$ cat src/rtl/regfile_pkg.sv
// Shared defaults and word/index types for the CPU register file.
package regfile_pkg;

    localparam int unsigned REG_DATA_W   = 64;
    localparam int unsigned REG_ADDR_W   = 5;
    localparam int unsigned REG_ZERO_IDX = 31;

    typedef logic [REG_ADDR_W-1:0] reg_addr_t;
    typedef logic [REG_DATA_W-1:0] reg_data_t;

endpackage

$ cat src/rtl/regfile_decoded_if.sv
// Register-file access bundle: one write port plus NUM_RD packed read ports.
interface regfile_decoded_if
    import regfile_pkg::*;
#(
    parameter int unsigned DATA_W = REG_DATA_W,
    parameter int unsigned ADDR_W = REG_ADDR_W,
    parameter int unsigned NUM_RD = 2
);

    logic                     wr_en;
    logic [ADDR_W-1:0]        wr_addr;
    logic [DATA_W-1:0]        wr_data;
    logic [NUM_RD*ADDR_W-1:0] rd_addr;
    logic [NUM_RD*DATA_W-1:0] rd_data;

    modport master (
        output wr_en,
        output wr_addr,
        output wr_data,
        output rd_addr,
        input  rd_data
    );

    modport slave (
        input  wr_en,
        input  wr_addr,
        input  wr_data,
        input  rd_addr,
        output rd_data
    );

endinterface

$ cat src/rtl/onehot_decoder.sv
// Generic binary-to-one-hot decoder with enable; out is all zeros when en is low.
module onehot_decoder #(
    parameter int unsigned IN_W = 5
) (
    input  logic [IN_W-1:0]      in,
    input  logic                 en,
    output logic [2**IN_W-1:0]   out
);

    localparam int unsigned OUT_W = 2**IN_W;

    assign out = {{(OUT_W-1){1'b0}}, en} << in;

endmodule

$ cat src/rtl/regfile_decoded.sv
// Register file: decoded synchronous write, NUM_RD combinational reads, hardwired zero register.
// Define WRITE_BYPASS_EN to forward same-cycle write data onto matching read ports.
module regfile_decoded
    import regfile_pkg::*;
#(
    parameter int unsigned DATA_W   = REG_DATA_W,
    parameter int unsigned ADDR_W   = REG_ADDR_W,
    parameter int unsigned NUM_RD   = 2,
    parameter int unsigned ZERO_IDX = REG_ZERO_IDX
) (
    input  logic                  clk,
    input  logic                  reset_n,
    regfile_decoded_if.slave      bus
);

    localparam int unsigned DEPTH = 2**ADDR_W;
    localparam logic [ADDR_W-1:0] ZeroAddr = ADDR_W'(ZERO_IDX);

    logic [DEPTH-1:0]         wr_sel;
    logic                     wr_allow;
    logic [DATA_W-1:0]        regs_q [DEPTH];
    logic [NUM_RD*DATA_W-1:0] rd_data_flat;

    // The zero register is excluded at the decoder so it never gets a load enable.
    assign wr_allow = bus.wr_en && (bus.wr_addr != ZeroAddr);

    onehot_decoder #(
        .IN_W (ADDR_W)
    ) u_wr_dec (
        .in  (bus.wr_addr),
        .en  (wr_allow),
        .out (wr_sel)
    );

    always_ff @(posedge clk or negedge reset_n) begin
        if (!reset_n) begin
            for (int i = 0; i < int'(DEPTH); i++) begin
                regs_q[i] <= '0;
            end
        end else begin
            for (int i = 0; i < int'(DEPTH); i++) begin
                if (wr_sel[i]) begin
                    regs_q[i] <= bus.wr_data;
                end
            end
        end
    end

    for (genvar k = 0; k < int'(NUM_RD); k++) begin : g_rd
        logic [ADDR_W-1:0] rd_idx;
        logic [DATA_W-1:0] rd_word;

        assign rd_idx = bus.rd_addr[k*ADDR_W +: ADDR_W];

        always_comb begin
            rd_word = regs_q[rd_idx];
            if (rd_idx == ZeroAddr) begin
                rd_word = '0;
            end
`ifdef WRITE_BYPASS_EN
            if (reset_n && wr_allow && (bus.wr_addr == rd_idx)) begin
                rd_word = bus.wr_data;
            end
`endif
        end

        assign rd_data_flat[k*DATA_W +: DATA_W] = rd_word;
    end

    assign bus.rd_data = rd_data_flat;

endmodule

$ cat src/flat_wrapper.sv
// flat-port wrapper written by rule: the top's interface ports become plain ports
module regfile_decoded_flat import regfile_pkg::*;
#(
    parameter int unsigned DATA_W   = REG_DATA_W,
    parameter int unsigned ADDR_W   = REG_ADDR_W,
    parameter int unsigned NUM_RD   = 2,
    parameter int unsigned ZERO_IDX = REG_ZERO_IDX
)
  (clk, reset_n, bus_wr_en, bus_wr_addr, bus_wr_data, bus_rd_addr, bus_rd_data);
  regfile_decoded_if #(.DATA_W(DATA_W), .ADDR_W(ADDR_W), .NUM_RD(NUM_RD)) bus_i ();
  input  logic clk;
  input  logic reset_n;
  input wire logic [$bits(bus_i.wr_en)-1:0] bus_wr_en;
  input wire logic [$bits(bus_i.wr_addr)-1:0] bus_wr_addr;
  input wire logic [$bits(bus_i.wr_data)-1:0] bus_wr_data;
  input wire logic [$bits(bus_i.rd_addr)-1:0] bus_rd_addr;
  output wire logic [$bits(bus_i.rd_data)-1:0] bus_rd_data;
  assign bus_i.wr_en = bus_wr_en;
  assign bus_i.wr_addr = bus_wr_addr;
  assign bus_i.wr_data = bus_wr_data;
  assign bus_i.rd_addr = bus_rd_addr;
  assign bus_rd_data = bus_i.rd_data;
  regfile_decoded #(.DATA_W(DATA_W), .ADDR_W(ADDR_W), .NUM_RD(NUM_RD), .ZERO_IDX(ZERO_IDX)) u_core (.clk(clk), .reset_n(reset_n), .bus(bus_i));
endmodule
$ cat config.mk
export PLATFORM = sky130hd
export DESIGN_NAME = regfile_decoded_flat
export DESIGN_NICKNAME = d
export VERILOG_FILES = /design/src/rtl/regfile_pkg.sv /design/src/rtl/regfile_decoded_if.sv /design/src/rtl/onehot_decoder.sv /design/src/rtl/regfile_decoded.sv /design/src/flat_wrapper.sv
export SDC_FILE = /design/constraint.sdc
export NUM_CORES = 2
export LEC_CHECK = 0
export ABC_CLOCK_PERIOD_IN_PS = 5200
export BUFFER_PORTS_ARGS = -buffer_cell sky130_fd_sc_hd__buf_2
export CORE_UTILIZATION = 60
export DETAILED_ROUTE_END_ITERATION = 8
export PLACE_DENSITY = 0.77
export SLEW_MARGIN = 0
export SYNTH_ARGS = -nofsm -noshare
export SYNTH_HDL_FRONTEND = slang
export SYNTH_SLANG_ARGS = --single-unit
$ cat constraint.sdc
create_clock -name clk -period 5.2 [get_ports clk]
set_input_delay 0.26 -clock clk [delete_from_list [all_inputs] [get_ports clk]]
set_output_delay 0.26 -clock clk [all_outputs]
set_load 0.03 [all_outputs]
---- Word-level counts from Yosys, hierarchy flattened ----
Index checks and enable logic that the tools add are counted.
cells by class
  $lt $le $gt $ge ......................... 2
  equality and inequality tests ........... 3
  shift operators ......................... 1
  multiplexer cells ....................... 8
  bitwise logic cells ..................... 2
  reductions and logical operators ........ 1
operator list
  cell                                                       count
  binary-select mux 64 bit (select 5 bit)                    2
  2-to-1 mux 64 bit                                          6
  << shifter 1 x 5 -> 32 bit                                 1
  greater-or-equal comparator 6 bit (second input constant)  2
  NOT 5 -> 6 bit                                             2
  equality test 5 bit (second input constant)                2
  inequality test 5 bit (second input constant)              1
  logical AND 1 bit                                          1
storage, ports and cells
  register bits ........................... 2048
  input bits .............................. 82
  output and inout bits ................... 128
  word-level logic and storage cells ...... 49

---- Longest topological paths before layout ----
  depth after elaboration ................. 5
  gate-level depth with buffers ........... 9
  depth with buffers taken out ............ 4

---- Hierarchy ----
A second synthesis with hierarchy kept.
second synthesis, totals
  cell total of the unflattened synthesis .. 7004
  area total of the unflattened synthesis .. 108729.3 um^2
by module, submodules not included
  module           times used  cells an instance  area each (um^2)  sequential area each (um^2)
  regfile_decoded  1           6957               108495.3          51249.2
  onehot_decoder   1           47                 234.0             0.0

---- Least setup slack after synthesis ----
Ideal clock, no wire load.
  path type ............................... input-to-output
  start ................................... input port bus_rd_addr[5]
  end ..................................... output port bus_rd_data[82]
  data arrival time ....................... 2.859 ns
  data required time ...................... 4.940 ns
  setup slack ............................. 2.081 ns
  stages on the path ...................... 8
  path buffers ............................ 6
  path through ............................ buf_6 -> buf_6 -> buf_4 -> buf_6 -> buf_4 -> buf_4 -> a211oi_1 -> a2111oi_0
on the way
  longest elaborated chain between the ends .. 5
  elaborated cells on any way between the ends .. 6
  those cells by class .................... eq/ne: 1; mux: 4; bitwise: 1
ends and longest elaborated chain
  item                                                  line                   text
  start, declared                                       flat_wrapper.sv:16     input wire logic [$bits(bus_i.rd_addr)-1:0] bus_rd_addr;
  NOT 5 -> 6 bit (implied by the code)                  regfile_decoded.sv:56  rd_word = regs_q[rd_idx];
  binary-select mux 64 bit (select 5 bit)               regfile_decoded.sv:56
  2-to-1 mux 64 bit (implied by the code) (2 in a row)  regfile_decoded.sv:56
  2-to-1 mux 64 bit (*)                                 regfile_decoded.sv:57  if (rd_idx == ZeroAddr) begin
  end, declared                                         flat_wrapper.sv:17     output wire logic [$bits(bus_i.rd_data)-1:0] bus_rd_data;
Mark *: on every way between the ends. The rest lies on a longest branch, timed or not. The select of a mux whose other input is x is not followed.

---- Worst setup path in the final report ----
  start ................................... input port bus_rd_addr[5]
  end ..................................... output port bus_rd_data[71]
The elaborated chain is that of the path after synthesis.

==> impl.org <==
** Drt
- For this run, design rule violations remaining after detail routing come to 0.
- The detailed router finished its first iteration with 8,010 violations.
- Routed wire per std cell :: 35.13 um
- Wire length after detailed routing :: 337,200 um
- For this block, the via count after detailed routing is 71,380.
- The pre-antenna-repair detailed-routing pass consisted of 5 iterations.
- In this run the remaining antenna-violating nets after routing total 0.
- Number of vias per cell :: 7.436

** Timing
- Number of hold-slack violations in the final timing report :: 0
- Count of final max-slew check failures :: 0
- Final worst clock skew :: 0 ps
- Subtracting the final worst setup slack from the clock period gives 3976 ps.
- Worst relative slew slack :: 5.832%
- Setup slack closes at 1224 ps.
- Derived from the worst setup path, the maximum achievable clock frequency is 251.5 MHz.
- After routing, the total negative slack on setup checks comes to 0 ps.
- In the finished design, the share of the clock period the worst path needs comes to 76.47%.
- Setup repair after global routing left no endpoint under its margin.
- At the pin with the least slew margin, the transition time is 1377 ps.
- Final Setup Violations :: 0
- Hold is met by 37.02 ps.

** Place
- Post-Place Worst Slack :: 1325 ps
- Number of buffers inserted by port buffering :: 209
- Post-DP HPWL :: 186,300 um
- The congestion estimate from routability-driven global placement came to 0.8407.
- In this run the cell area measured after placement is 110,800 um^2.

** Setup path
- In this run the critical register-to-register path is launched from u_core.regs_q[1622].
- Crit-path cells :: buf_8, buf_4, mux4_2, a22o_1, a2111oi_0, a311oi_1, buf_2
- Data on the critical path arrives at its endpoint at 3720 ps.
- Endpoint required time on the critical path :: 4940 ps
- In this run the register-to-register setup slack is 4360 ps.
- The endpoint identified for the worst register-to-register timing path is u_core.regs_q[1622].
- Crit path max fanout :: 65
- Slowest Stage Delay on Critical Path :: 740 ps
- Max stage delay cell, worst path :: sky130_fd_sc_hd__a2111oi_0
- The critical path in this run is classified as in2out.
- Cell depth of the worst flop-to-flop path :: 1
- Startpoint types :: primary input
- CP endpoint kind :: output port

** Clocking
- Clock-pin slew was measured on the worst setup and hold paths at 60 ps.
- CTS HTree Levels :: 4
- Worst-skew pair later-pin latency :: 870 ps
- The number of clock buffers added by TritonCTS is 210.
- Sinks on Clock Net :: 2,048
- Post-CTS Repair Setup Buffers :: 0
- Clk buf depth :: 3
- Clock root buffer :: sky130_fd_sc_hd__clkbuf_16
- TritonCTS built the clock tree.

** Final layout
- The largest registers in the layout are u_core.regs_q: 2048 flops.
- Share of post-route cells with drive strength above 1 :: 48.98%
- The net count of the finished layout is 7,157.
- Flip-flop count of the largest register, all copies and words added :: 2,048
- Cell area after layout :: 118,500 um^2
- Counting flops per register, the top entry is u_core.regs_q.
- P&R area growth vs syn :: 9.646%

** Floorplanning
- The core region is 178,600 um^2.
- Die outline width :: 426.3 um
- Initial standard-cell utilization of the core :: 60.49%
- Die area :: 181,800 um^2
- Number of top-level design ports :: 210
- The floorplan has 155 rows.
- The floorplan step set the die height to 426.3 um.

** Global route
- Entering global routing, the biggest net connects 165 pins.
- Initial antenna violation count :: 14
- The via count of the first global-routing pass was 73,760.
- For this run the aggregate overflow at the end of global routing stands at 0.
- First-pass GRT wire length :: 497,700 um
- Global routing consumed, over all layers together, 37.41% of the routing resources.

** Job
- Across the run, the number of max-cap violations was 0.

** Power and ir drop
- In this run the power density over the cells is 391.0 nW/um^2.
- The analysis attributes to cell leakage a power of 51.92 nW.
- Worst-case vdd ir drop :: 0.0002777 V
- The design draws 46.32 mW.

** Synthesis
- By area the synthesized netlist is led by sky130_fd_sc_hd__dfrtp_1, sky130_fd_sc_hd__mux2_2, sky130_fd_sc_hd__mux4_2.
- The number of different library cells used by synthesis comes to 51.
- The cell count after synthesis came out at 7,235.
- Synthesis Warnings :: 0
- Summing every instance area after synthesis gives 108,000 um^2.
- Mean Syn Cell Area :: 14.93 um^2
- Most used flip-flop cell after synthesis :: sky130_fd_sc_hd__dfrtp_1
- By count the netlist is led by sky130_fd_sc_hd__dfrtp_1, sky130_fd_sc_hd__mux2_2, sky130_fd_sc_hd__mux4_2.
- The synthesized design contains 2,048 register bits.
- When the netlist entered floorplanning its net count stood at 7,317.
- Share of async-settable or async-resettable flops after synthesis :: 100.0%
- sky130_fd_sc_hd__dfrtp_1 takes more of the synthesized area than any other cell.
- Fraction of the yosys area taken by sequential cells :: 47.44%
- EDFF count, synth :: 0
- The most common cell in the synthesized netlist is sky130_fd_sc_hd__dfrtp_1.
- In this run the biggest area consumer among cell types represents 47.44% of the synthesized area.

** Hold path
- The tightest min-delay check is of the in2async type.

** Run status
- Run status :: complete, no violations
==> final cells by class <==
type / count / area (um^2)
Fill cell: 12140 / 60160
Multi-Input combinational cell: 4326 / 53130
Sequential cell: 2048 / 51250
Clock buffer: 294 / 6012
Timing Repair Buffer: 489 / 4110
Tap cell: 2355 / 2947
Clock inverter: 77 / 992.2
Antenna cell: 9 / 22.52
==> per-layer routing <==
layer,global-route usage [%],wire length (um),vias up
met5,0,76,-
met4,21.81,21880,12
met3,9.092,33320,1121
met2,57.36,156500,4255
met1,48.88,125500,38140
li1,-,-,27850
==> logic make-up after synthesis <==
kind of cell,Yosys count,synth area share (%)
AOI/OAI and AO/OA,710,5.203
buffers and inverters,861,3.667
DFF,2048,47.44
muxes,3375,42.56
and+or+nand+nor,241,1.135
==> critical path: cells and delay by family <==
family,cells,cell delay [ps]
buffers and inverters,3,1550
AO/OA/AOI/OAI,3,1180
multiplexers,1,590
==> cells in the final DEF, fill, tap and decap left out, drive strengths merged, types with 6 or more instances in the layout <==
cell type,synthesis,layout
a22o,187,187
nor3,75,75
clkbuf,477,294
o22ai,119,119
a311oi,29,29
clkinv,0,42
a22oi,6,6
o221ai,66,66
mux4,773,773
nand2,71,71
mux2,2018,2018
inv,0,11
buf,384,429
a211oi,71,71
diode,0,9
a311o,25,25
nor2b,16,16
dfrtp,2048,2048
a221oi,31,31
o21ai,32,32
nand3b,6,6
nor2,45,45
dlygate4sd3,0,60
a21oi,32,32
mux2i,584,584
bufinv,0,19
a2111oi,101,101
==> report_power, final <==
group | leakage (nW) | total [mW] | internal, mW | switching (mW)
clock network | 3.46 | 15.5 | 8.98 | 6.56
logic | 22.2 | 9.46 | 5.42 | 4.04
registers | 26.3 | 21.3 | 19.0 | 2.34
total | 51.9 | 46.3 | 33.4 | 12.9
==> worst max path at each step <==
stage / startpoint / to / slack [ps] / cells past startpoint
final: bus_rd_addr[5] / bus_rd_data[71] / 1220 / 7
after global routing: bus_rd_addr[5] / bus_rd_data[78] / 1230 / 8
after global placement: bus_rd_addr[5] / bus_rd_data[71] / 1330 / 7
after CTS: bus_rd_addr[5] / bus_rd_data[71] / 1330 / 7
after detailed placement: bus_rd_addr[5] / bus_rd_data[71] / 1320 / 7
after floorplan: bus_rd_addr[5] / bus_rd_data[82] / 2080 / 8
==> stage by stage <==
step	utilization, %	instances
2_1_floorplan	-	7235
3_3_place_gp	62.05	9158
3_5_place_dp	62.05	9158
4_1_cts	66.31	9589
5_1_grt	66.32	9595
6_report	66.32	9598
==> repair_timing <==
item,CTS,global route
hold buffers,60,0
resized for setup,0,0
endpoints found under the hold margin,1546,0
Note: power is estimated with default switching activity, not from simulation.
